`config.mk`:
```
export PLATFORM = sky130hd
export DESIGN_NAME = div_seq_flat
export DESIGN_NICKNAME = d
export VERILOG_FILES = /design/src/rtl/div_seq_if.sv /design/src/rtl/div_seq.sv /design/src/flat_wrapper.sv
export SDC_FILE = /design/constraint.sdc
export NUM_CORES = 1
export LEC_CHECK = 0
export ABC_AREA = 1
export CAP_MARGIN = 20
export CORE_MARGIN = 1
export CORE_UTILIZATION = 55
export CTS_CLUSTER_SIZE = 30
export DETAILED_ROUTE_END_ITERATION = 12
export PLACE_DENSITY = 0.77
export REMOVE_ABC_BUFFERS = 1
export SYNTH_ARGS = -nofsm -noshare
export SYNTH_HDL_FRONTEND = slang
export SYNTH_SLANG_ARGS = --single-unit
export TNS_END_PERCENT = 50
```
`constraint.sdc`:
```
create_clock -name clk -period 4.39 [get_ports clk]
set_input_delay 1.317 -clock clk [delete_from_list [all_inputs] [get_ports clk]]
set_output_delay 1.317 -clock clk [all_outputs]
set_load 0.03 [all_outputs]
```
`src/rtl/div_seq_if.sv`:
```
// Divider request/response bundle; the pipeline side drives operands and the divider
// returns stall, a one-cycle ready pulse and the {remainder, quotient} result.
interface div_seq_if;
    logic        start;
    logic        annul;
    logic        sign;
    logic [31:0] opa;
    logic [31:0] opb;
    logic        stall;
    logic        ready;
    logic [63:0] result;

    modport master (
        output start, annul, sign, opa, opb,
        input  stall, ready, result
    );

    modport slave (
        input  start, annul, sign, opa, opb,
        output stall, ready, result
    );
endinterface

```
`src/rtl/div_seq.sv`:
```
// Iterative 32-bit signed/unsigned restoring divider, one quotient bit per cycle.
// Latency: ready 33 cycles after acceptance (2 cycles for divide by zero).
// Backpressure: none accepted; stall holds the pipeline while a divide is pending.
module div_seq (
    input  logic       clk,
    input  logic       rst,
    div_seq_if.slave   bus
);

    typedef enum logic [1:0] {IDLE, BUSY, DZERO, DONE} state_t;

    state_t      state;
    state_t      stateNext;
    logic [4:0]  cnt;
    logic [31:0] remReg;
    logic [31:0] quoReg;
    logic [31:0] divisor;
    logic [31:0] opaLat;
    logic        negQuo;
    logic        negRem;
    logic [63:0] resultReg;

    logic        accept;
    logic [32:0] remShift;
    logic [32:0] diff;
    logic        geq;
    logic [31:0] remIter;
    logic [31:0] quoIter;
    logic [31:0] quoFinal;
    logic [31:0] remFinal;

    assign accept = (state == IDLE) && bus.start && !bus.annul;

    // Remainder stays below the divisor, so the 33-bit difference never wraps
    // and its top bit is a valid sign for the trial subtraction.
    always_comb begin
        remShift = {remReg, quoReg[31]};
        diff     = remShift - {1'b0, divisor};
        geq      = ~diff[32];
        remIter  = geq ? diff[31:0] : remShift[31:0];
        quoIter  = {quoReg[30:0], geq};
        quoFinal = negQuo ? (~quoIter + 32'd1) : quoIter;
        remFinal = negRem ? (~remIter + 32'd1) : remIter;
    end

    always_comb begin
        stateNext = state;
        case (state)
            IDLE: begin
                if (accept) begin
                    stateNext = (bus.opb == 32'd0) ? DZERO : BUSY;
                end
            end
            BUSY: begin
                if (bus.annul) begin
                    stateNext = IDLE;
                end else if (cnt == 5'd31) begin
                    stateNext = DONE;
                end
            end
            DZERO: begin
                stateNext = bus.annul ? IDLE : DONE;
            end
            DONE: begin
                stateNext = IDLE;
            end
            default: begin
                stateNext = IDLE;
            end
        endcase
    end

    always_ff @(posedge clk or negedge rst) begin
        if (!rst) begin
            state     <= IDLE;
            cnt       <= 5'd0;
            remReg    <= 32'd0;
            quoReg    <= 32'd0;
            divisor   <= 32'd0;
            opaLat    <= 32'd0;
            negQuo    <= 1'b0;
            negRem    <= 1'b0;
            resultReg <= 64'd0;
        end else begin
            state <= stateNext;
            case (state)
                IDLE: begin
                    if (accept) begin
                        opaLat  <= bus.opa;
                        divisor <= (bus.sign && bus.opb[31]) ? (~bus.opb + 32'd1) : bus.opb;
                        quoReg  <= (bus.sign && bus.opa[31]) ? (~bus.opa + 32'd1) : bus.opa;
                        remReg  <= 32'd0;
                        cnt     <= 5'd0;
                        negQuo  <= bus.sign && (bus.opa[31] ^ bus.opb[31]);
                        negRem  <= bus.sign && bus.opa[31];
                    end
                end
                BUSY: begin
                    if (!bus.annul) begin
                        remReg <= remIter;
                        quoReg <= quoIter;
                        cnt    <= cnt + 5'd1;
                        if (cnt == 5'd31) begin
                            resultReg <= {remFinal, quoFinal};
                        end
                    end
                end
                DZERO: begin
                    if (!bus.annul) begin
                        resultReg <= {opaLat, 32'hFFFF_FFFF};
                    end
                end
                default: begin
                end
            endcase
        end
    end

    always_comb begin
        bus.stall = 1'b0;
        case (state)
            IDLE:    bus.stall = bus.start && !bus.annul;
            BUSY:    bus.stall = 1'b1;
            DZERO:   bus.stall = 1'b1;
            default: bus.stall = 1'b0;
        endcase
        // IDLE stall follows start combinationally, so reset must mask it
        if (!rst) begin
            bus.stall = 1'b0;
        end
    end

    assign bus.ready  = (state == DONE);
    assign bus.result = resultReg;

endmodule

```
`src/flat_wrapper.sv`:
```
// flat-port wrapper written by rule: the top's interface ports become plain ports
module div_seq_flat 
  (clk, rst, bus_start, bus_annul, bus_sign, bus_opa, bus_opb, bus_stall, bus_ready, bus_result);
  div_seq_if bus_i ();
  input  logic clk;
  input  logic rst;
  input wire logic [$bits(bus_i.start)-1:0] bus_start;
  input wire logic [$bits(bus_i.annul)-1:0] bus_annul;
  input wire logic [$bits(bus_i.sign)-1:0] bus_sign;
  input wire logic [$bits(bus_i.opa)-1:0] bus_opa;
  input wire logic [$bits(bus_i.opb)-1:0] bus_opb;
  output wire logic [$bits(bus_i.stall)-1:0] bus_stall;
  output wire logic [$bits(bus_i.ready)-1:0] bus_ready;
  output wire logic [$bits(bus_i.result)-1:0] bus_result;
  assign bus_i.start = bus_start;
  assign bus_i.annul = bus_annul;
  assign bus_i.sign = bus_sign;
  assign bus_i.opa = bus_opa;
  assign bus_i.opb = bus_opb;
  assign bus_stall = bus_i.stall;
  assign bus_ready = bus_i.ready;
  assign bus_result = bus_i.result;
  div_seq u_core (.clk(clk), .rst(rst), .bus(bus_i));
endmodule
```
Word level (Yosys, flattened, before mapping):

Cells that the tools add are included.

* shifts and indexed selects: 0
* mux-type cells: 26
* add/subtract/negate cells: 6
* eq/ne operators: 9
* div/mod/pow operators: 0
* order comparisons: 0
* $mul: 0
* reductions and logical operators: 16
* bitwise logic cells: 6

Operator list (count)
* 32-bit 2-to-1 mux: 9
* 64-bit 2-to-1 mux: 3
* 32-bit by 1-bit adder with 32-bit output, second input constant: 4
* 32-bit inverter: 4
* 32-bit case mux with 2 select lines: 2
* 64-bit case mux with 2 select lines: 1
* 33-bit by 32-bit subtractor with 33-bit output: 1
* 32-bit zero test: 1
* 2-bit 2-to-1 mux: 5
* 5-bit 2-to-1 mux: 2
* 5-bit case mux with 2 select lines: 1
* 2-bit case mux with 4 select lines: 1
* 1-bit logical AND: 6
* 5-bit by 1-bit adder with 5-bit output, second input constant: 1
* 5-bit == test, second input constant: 1
* 2-bit == test, second input constant: 2
* 2-bit by 1-bit != test with 1-bit output, second input constant: 2
* 2-bit != test, second input constant: 2
* 2-bit AND reduction: 2
* 4-bit AND reduction: 1
* 2-bit nonzero test: 2
* 3-bit by 2-bit != test with 1-bit output, second input constant: 1
* 3-bit AND reduction: 1
* 2-bit by 1-bit == test with 1-bit output, second input constant: 1
* other kinds (7): 7

* register bits: 201
* word-level logic and storage cells: 72
* memories kept: 0
* latch bits: 0
* ROM bits: 0
* bits of input ports: 69
* memory bits (writable): 0
* output and inout bits: 66

Depth between registers and ports, before layout:

Gate-level depths: netlist of the first run.

* depth after elaboration: 8
* gate-level depth with buffers: 31
* gate-level depth less buffers: 29

Least setup slack after synthesis of the first run:

OpenSTA, ideal clock, no wires.

* path kind: reg2reg
* start point: register u_core.quoReg[31]
* end point: register u_core.resultReg[28], in the netlist u_core.bus.result[28]
* stages on the path, launching flop included: 31
* setup time: 119 ps
* period minus slack after synthesis: 3754 ps
* slack: 636 ps
* path buffers: 2
* required time: 4271 ps
* arrival: 3634 ps
* cells stage by stage: dfrtp_1 > inv_1 > ha_1 > inv_1 > fa_1 > nand2_1 > nand2_1 > nand3_1 > nand2_1 > nand2_2 > nand2_4 > nand2_4 > nand3_2 > nand2_4 > buf_12 > buf_6 > ha_1 > inv_1 > nor3_1 > nand2_1 > nor2_1 > nand2_1 > nor3_1 > nand2_1 > inv_1 > a21oi_1 > nor2_1 > o21ai_0 > xor2_1 > o22ai_1 > inv_1

* word-level cells in the longest chain between the ends: 8

RTL lines
* start: declaration: line div_seq.sv:16 `logic [31:0] quoReg;`
* start signal: assignment: line div_seq.sv:91 `quoReg <= (bus.sign && bus.opa[31]) ? (~bus.opa + 32'd1) : bus.opa;`
* start signal: assignment: line div_seq.sv:101 `quoReg <= quoIter;`
* 33-bit by 32-bit subtractor with 33-bit output: line div_seq.sv:38 `diff = remShift - {1'b0, divisor};`
* 1-bit inverter: line div_seq.sv:39 `geq = ~diff[32];`
* 32-bit inverter: line div_seq.sv:42 `quoFinal = negQuo ? (~quoIter + 32'd1) : quoIter;`
* 32-bit by 1-bit adder with 32-bit output: line div_seq.sv:42
* 32-bit 2-to-1 mux: line div_seq.sv:42
* 64-bit 2-to-1 mux: line div_seq.sv:103 `if (cnt == 5'd31) begin`
* 64-bit 2-to-1 mux: line div_seq.sv:99 `if (!bus.annul) begin`
* 64-bit case mux with 2 select lines: line div_seq.sv:86 `case (state)`
* end signal: assignment: line div_seq.sv:104 `resultReg <= {remFinal, quoFinal};`
* end signal: assignment: line div_seq.sv:110 `resultReg <= {opaLat, 32'hFFFF_FFFF};`
* end: declaration: line div_seq.sv:21 `logic [63:0] resultReg;`

No other way between the ends. The select of a mux whose other input is x is not followed.
A chain may end at the register's enable or synchronous reset.

Worst setup path after layout of the first run:

* start point: register u_core.quoReg[31]
* end point: register u_core.resultReg[58], in the netlist u_core.bus.result[58]

* word-level cells in the longest chain between the ends: 8

RTL lines
* 33-bit by 32-bit subtractor with 33-bit output: line div_seq.sv:38
* 32-bit 2-to-1 mux *: line div_seq.sv:40 `remIter = geq ? diff[31:0] : remShift[31:0];`
* 32-bit inverter: line div_seq.sv:43 `remFinal = negRem ? (~remIter + 32'd1) : remIter;`
* 32-bit by 1-bit adder with 32-bit output: line div_seq.sv:43
* 32-bit 2-to-1 mux *: line div_seq.sv:43
* 64-bit 2-to-1 mux *: line div_seq.sv:103
* 64-bit 2-to-1 mux *: line div_seq.sv:99
* 64-bit case mux with 2 select lines *: line div_seq.sv:86

Mark *: on every way between the ends. The rest lies on a longest branch, timed or not. The select of a mux whose other input is x is not followed.

==> impl_results.md, run 1 <==
* Status: finished clean
* Netlist cell types at 54
* Hold/Removal Path Class: flip-flop to flip-flop
* Initial Utilization at 56.40%
* Kind of end point of the critical path: flip-flop
* CTS buffer count at 24
* Clock slew seen by the registers of the worst setup and hold paths at 0.06 ns
* Mux share of post-synthesis cell area at 0.07007%
* RSZ-0062 raised after global routing: false
* Wire length of the first global-routing pass at 68.41 mm
* Max FO, Critical Path at 39
* WS Path Type: flip-flop to flip-flop
* Post-detailed-routing wire length at 42.49 mm
* # setup viols final at 0
* Layout cells sized above 1 at 6.958%
* Post-synth EDFFs at 0
* Inst Count DP at 2530
* Period minus WS final at 4.042 ns
* Fmax at 247.4 MHz
* Mapped Avg Cell Area at 6.764 µm²
* Via count at 14300
* Largest net degree at the start of global routing at 119
* Fraction of registers with async set/reset at 100.0%
* Endpoints failing hold at 0
* Max_cap viols at 0
* Synth Area in Simple Gates at 31.15%
* I/O Buffers at 134
* Io pins at 135
* Detail Route Antenna Nets at 0
* Critical path startpoint category: flip-flop
* Yosys top cell area share at 35.21%
* DR pass1 iterations at 5
* Yosys reg bits at 201
* Final period utilization at 92.06%
* Measured slew at the worst slew-check pin at 1.032 ns
* CP arrival at 4.46 ns
* CTS tree: done
* Top post-synthesis cells by area: dfrtp_1, nand2_1, inv_1
* Netlist Area Pre-Place at 0.01428 mm²
* Root Driver: clkbuf_16
* Clock Path Buffers at 3
* Clk sinks at 201
* Slowest stage delay, CP at 0.41 ns
* Largest family of logic cells by synthesized area: simple AND/OR/NAND/NOR gates
* Die width at 163.2 µm
* Post-Synth XOR/XNOR Area at 4.721%
* Adder-Cell Fraction of Synth Area at 3.819%
* Syn-to-layout area delta at 17.07%
* Standard-cell rows at 58
* Crit path top cell by count: nand2_1
* Total gr overflow at 0
* Post-Route Setup TNS at 0 ns
* Min setup slack post-route at 0.3484 ns
* DIE AREA at 0.02662 mm²
* Wire per inst at 16.52 µm
* Worst slack, placed at 0.1297 ns
* Fillers at 2290
* H-Tree Depth at 1
* Top FF cell, synth: dfrtp_1
* N_diodes at 0
* Post-synthesis compound-gate area fraction at 15.52%
* GRT Total Usage at 32.31%
* Seq/Total Area, Yosys at 35.21%
* Max-slew headroom at 31.18%
* Final nets at 2339
* Drt drc at 0
* DPL Wire Length at 32.26 mm
* Fin. max-slew vios at 0
* CP required at 4.81 ns
* Die height at 163.2 µm
* # hold bufs at CTS at 0
* Final Non-Filler Cells at 2572
* Post-Syn Instances at 2112
* RePlAce Congestion at 0.9982
* Worst skew pair latency at 0.55 ns
* Vias/cell at 5.561
* Iter 0 DRT Violations at 1258
* Crit path max-delay cell type: buf_4
* Vias in the first global route at 13480
* Post-synth top area cell: dfrtp_1
* Yosys warnings at 0
* Core area at 0.02533 mm²
* Initial antenna violation count at 0
* Clk_skew at 0.02815 ns
==> cells by family (layout without fill, tap and decap cells) <==
kind of cell    after synthesis  in the layout
compound gates              385            385
buf+inv                     347            477
flops                       201            201
fa+ha+maj                    43             43
mux                           1              1
xor+xnor                     77             77
simple gates               1058           1058
==> through the flow <==
stage	hold slack (ns)	area, µm²	utilization, %
after floorplan	0.4436	13960	-
after global placement	0.4598	15960	63.01
after detailed placement	0.4618	15960	63.01
after CTS	0.4782	16710	65.97
after global routing	0.4873	16720	66.03
final	0.4784	16720	66.03
==> what timing repair did <==
| item | CTS | global route |
|---|---|---|
| endpoints found under the setup margin | 0 | 2 |
| gates resized for setup | 0 | 2 |
| buffers inserted | 0 | 1 |
==> final timing paths <==
check                             startpoint               endpoint  slack [ns]  cells after the start
max in group asynchronous                rst      u_core.remReg[22]        2.00                      3
min in group asynchronous                rst     u_core.divisor[29]        0.62                      1
min reg2reg                 u_core.opaLat[7]       u_core.opaLat[7]        0.48                      2
max                        u_core.quoReg[31]  u_core.bus.result[58]        0.35                     26
max reg2reg                u_core.quoReg[31]  u_core.bus.result[58]        0.35                     26
min                         u_core.opaLat[7]       u_core.opaLat[7]        0.48                      2
==> flip-flops by register name, indices dropped and copies added, names as in the netlist <==
name	flops
u_core.bus.result	64
u_core.negRem	1
u_core.state	2
u_core.cnt	5
u_core.remReg	32
u_core.divisor	32
u_core.opaLat	32
u_core.quoReg	32
u_core.negQuo	1
==> routing by layer <==
metal  global-route usage [%]  vias up  part of all wire [%]
met2                    53.58      523                    47
met3                    3.987       87                   6.1
met1                    43.77     6686                    44
met4                    10.11        0                   3.1
met5                        0        -                     0
li1                         -     7006                     -
==> cell usage after synthesis, drive strengths merged (4+ instances only) <==
| library cell | number |
|---|---|
| or2 | 6 |
| xor2 | 56 |
| ha | 42 |
| clkbuf | 56 |
| nor3 | 38 |
| o21bai | 10 |
| a21oi | 87 |
| nor2 | 184 |
| nand3b | 4 |
| nor4 | 7 |
| inv | 272 |
| nand3 | 92 |
| o22a | 5 |
| nand4 | 18 |
| o211ai | 23 |
| buf | 16 |
| o21a | 6 |
| a2bb2oi | 4 |
| dfrtp | 201 |
| xnor2 | 21 |
| nand2 | 705 |
| o31ai | 5 |
| o21ai | 192 |
| o22ai | 35 |
| a31oi | 4 |
==> worst max-delay path, delay by kind of cell, from the launching register on <==
family | cells | cell delay [ns]
AND/OR/NAND/NOR | 19 | 2.00
adder cells (fa/ha/maj) | 3 | 0.71
buffers and inverters | 3 | 0.57
flip-flops | 1 | 0.36
AO/OA/AOI/OAI | 1 | 0.26
==> cell type report <==
cell class	count	area, µm²	area share [%]
flip-flops and latches	201	5030	30.08
inverters	275	1032	6.172
repair buffers	161	1570	9.390
clock buffers	31	666.9	3.988
well taps	330	412.9	2.469
multi-input cells	1564	7928	47.40
clock inverters	10	83.83	0.5013
==> placed cells by master (no fill, tap or decap), drive strengths merged, types with 2 or more instances in the layout <==
master and count:
nand3b 4, a21o 2, a2bb2oi 4, inv 273, nor3 38, o211ai 23, nand3 92, o32a 3
o21ai 192, nand2 705, o21bai 10, o22a 5, o31ai 5, xnor2 21, or2 6, nor2 184
xor2 56, ha 42, clkinv 10, a31oi 4, clkbuf 32, o21a 6, buf 28, nor4 7
o22ai 35, clkdlybuf4s50 132, a22oi 3, a21oi 87, dfrtp 201, o221ai 3, nand4 18, clkinvlp 2
and2 3
Power of run 1 is not shown: default switching activity piles up to over one toggle a cycle in this logic, so the estimate is an artifact.
==> run 2, diff against run 1 <==
==> constraint.sdc (replaced) <==
create_clock -name clk -period 4.39 [get_ports clk]
set_input_delay 0.439 -clock clk [delete_from_list [all_inputs] [get_ports clk]]
set_output_delay 0.439 -clock clk [all_outputs]
set_load 0.03 [all_outputs]
==> run 2 against run 1 <==
Routed wire length rose by 2.5%. Largest cell class unchanged. Via count rose by 0.28%. Global-route usage rose by 0.84 points. Sequential share of layout area fell by 0.054 points. Design area rose by 0.18%. Critical path type unchanged. Maximum frequency rose by 0.58%. Non-clock buffer count fell by 7. Die area did not move.
==> impl_results.md, run 2 (synthesized netlist as in run 1, its figures left out) <==
* # setup viols final at 0 (unchanged)
* Period minus WS final at 4.018 ns (-0.02334 ns)
* DR pass1 iterations at 6 (+1)
* DIE AREA at 0.02662 mm² (unchanged)
* Fmax at 248.9 MHz (+0.58%)
* Vias in the first global route at 13610 (+0.95%)
* Measured slew at the worst slew-check pin at 0.9254 ns (-0.1069 ns)
* Hold/Removal Path Class: flip-flop to flip-flop
* Core area at 0.02533 mm² (unchanged)
* Initial Utilization at 56.40% (unchanged)
* Initial antenna violation count at 0 (unchanged)
* Bufs and invs on worst path at 3 (unchanged)
* Leading cell type in the layout, fill and taps excluded: nand2_1
* Final nets at 2332 (-0.30%)
* Detail Route Antenna Nets at 0 (unchanged)
* Slowest stage delay, CP at 0.41 ns (about the same)
* Io pins at 135 (unchanged)
* R2R depth at 26 (unchanged)
* WS Path Type: flip-flop to flip-flop
* Drt drc at 0 (unchanged)
* Total gr overflow at 0 (unchanged)
* Critical path startpoint category: flip-flop
* CTS tree: done
* CP arrival at 4.43 ns (-0.03 ns)
* Post-Route Setup TNS at 0 ns (unchanged)
* Crit. path cell count at 26 (unchanged)
* Kind of end point of the critical path: flip-flop
* Worst skew pair latency at 0.53 ns (-0.02 ns)
* Post-detailed-routing wire length at 43.55 mm (+2.5%)
* Crit path top cell by count: nand2_1
* DPL Wire Length at 32.95 mm (+2.2%)
* Clk_skew at 0.01658 ns (-0.01157 ns)
* Syn-to-layout area delta at 17.28%
* Clock Path Buffers at 3 (unchanged)
* Register area at 0.005030 mm² (unchanged)
* RSZ-0062 raised after global routing: false
* Worst slack, placed at 0.2975 ns (+0.1678 ns)
* Vias/cell at 5.587 (+0.48%)
* Min setup slack post-route at 0.3718 ns (+0.02334 ns)
* Layout cells sized above 1 at 6.571% (-0.39 points)
* Fin. max-slew vios at 0 (unchanged)
* Die height at 163.2 µm (unchanged)
* Hold WS at 0.4730 ns (-0.005331 ns)
* CP required at 4.81 ns (about the same)
* N_diodes at 0 (unchanged)
* Max reg flops at 64 (unchanged)
* Worst r2r dst: u_core.bus.result[58]
* Status: finished clean
* Worst Setup SP: u_core.quoReg[31]
* Reg2reg start: u_core.quoReg[31]
* Max FO, Critical Path at 39 (unchanged)
* CTS buffer count at 24 (unchanged)
* Root Driver: clkbuf_16
* Largest net degree at the start of global routing at 132 (+11%)
* Most frequent cells in the layout: nand2_1, inv_1, dfrtp_1
* RePlAce Congestion at 0.9166 (-8.2%)
* Footprint of the multi-input gates at 0.007939 mm² (+0.14%)
* Clock slew seen by the registers of the worst setup and hold paths at 0.06 ns (about the same)
* Standard-cell rows at 58 (unchanged)
* Reg2Reg Setup Slack at 0.37 ns (+0.02 ns)
* Max_cap viols at 0 (unchanged)
* Clk sinks at 201 (unchanged)
* Critical Path End: u_core.bus.result[58]
* Iter 0 DRT Violations at 1225 (-2.6%)
* Cell family with most CP delay: simple AND/OR/NAND/NOR gates
* Final period utilization at 91.53% (-0.53 points)
* Die width at 163.2 µm (unchanged)
* Crit path max-delay cell type: fa_1
* Max-slew headroom at 38.07% (+6.9 points)
* Wire length of the first global-routing pass at 69.37 mm (+1.4%)
* GRT Total Usage at 33.15% (+0.84 points)
* Endpoints failing hold at 0 (unchanged)
* Fillers at 2328 (+1.7%)
* I/O Buffers at 134 (unchanged)
* Wire per inst at 16.96 µm (+2.7%)
* Via count at 14340 (+0.28%)
* H-Tree Depth at 1 (unchanged)
-- run 2: cell count changes in the layout (fill, tap and decap cells not counted), moves of 2 or more --
cell / change
buf_4: -10
clkinv_2: -4
clkbuf_1: +3
bufinv_16: +2
-- run 2: layer usage --
layer,wire length (µm),track usage [%],vias up
li1,-,-,6996
met5,0,0,-
met3,2857,3.403,94
met4,1505,12.32,0
met2,19830,54.33,534
met1,19350,45.14,6718
-- run 2: what timing repair did --
| action | in CTS | in global routing |
|---|---|---|
| buffers inserted | 0 | 0 |
| gates resized for setup | 0 | 5 |
| setup endpoints to repair | 0 | 9 |
| endpoints found under the hold margin | 70 | 0 |
| hold buffers | 1 | 0 |
-- run 2: worst min path at each step --
stage / startpoint / endpoint / slack, ns / depth (start not counted)
after floorplan: rst / u_core.bus.result[0] / 0.14 / 0
after global placement: u_core.opaLat[7] / u_core.opaLat[7] / 0.46 / 2
after detailed placement: u_core.opaLat[7] / u_core.opaLat[7] / 0.46 / 2
after CTS: u_core.opaLat[7] / u_core.opaLat[7] / 0.48 / 2
after global routing: u_core.opaLat[14] / u_core.opaLat[14] / 0.49 / 2
final: u_core.bus.result[58] / u_core.bus.result[58] / 0.47 / 2
-- run 2: worst reg2reg max path: cells and delay by family (launching register included) --
kind / cells / cell delay, ns
AND/OR/NAND/NOR: 19 / 2.07
AO/OA/AOI/OAI: 1 / 0.27
adder cells (fa/ha/maj): 3 / 0.71
buffers and inverters: 3 / 0.48
flip-flops: 1 / 0.36
-- run 2: area by class of cell --
| class | instances | area share [%] |
|---|---|---|
| clock inverter | 8 | 0.6124 |
| inverter | 275 | 6.161 |
| sequential | 201 | 30.02 |
| multi-input combinational | 1564 | 47.39 |
| clock buffer | 35 | 4.197 |
| timing repair buffer | 154 | 9.156 |
| tap | 330 | 2.465 |
-- run 2: per-stage QoR --
step,cell area (µm²),util [%],cells
detailed placement,15890,62.73,2522
global route,16750,66.15,2567
CTS,16700,65.95,2566
finish,16750,66.15,2567
global placement,15890,62.73,2522
floorplan,13960,-,2040
Power of run 2 is left out for the same reason.
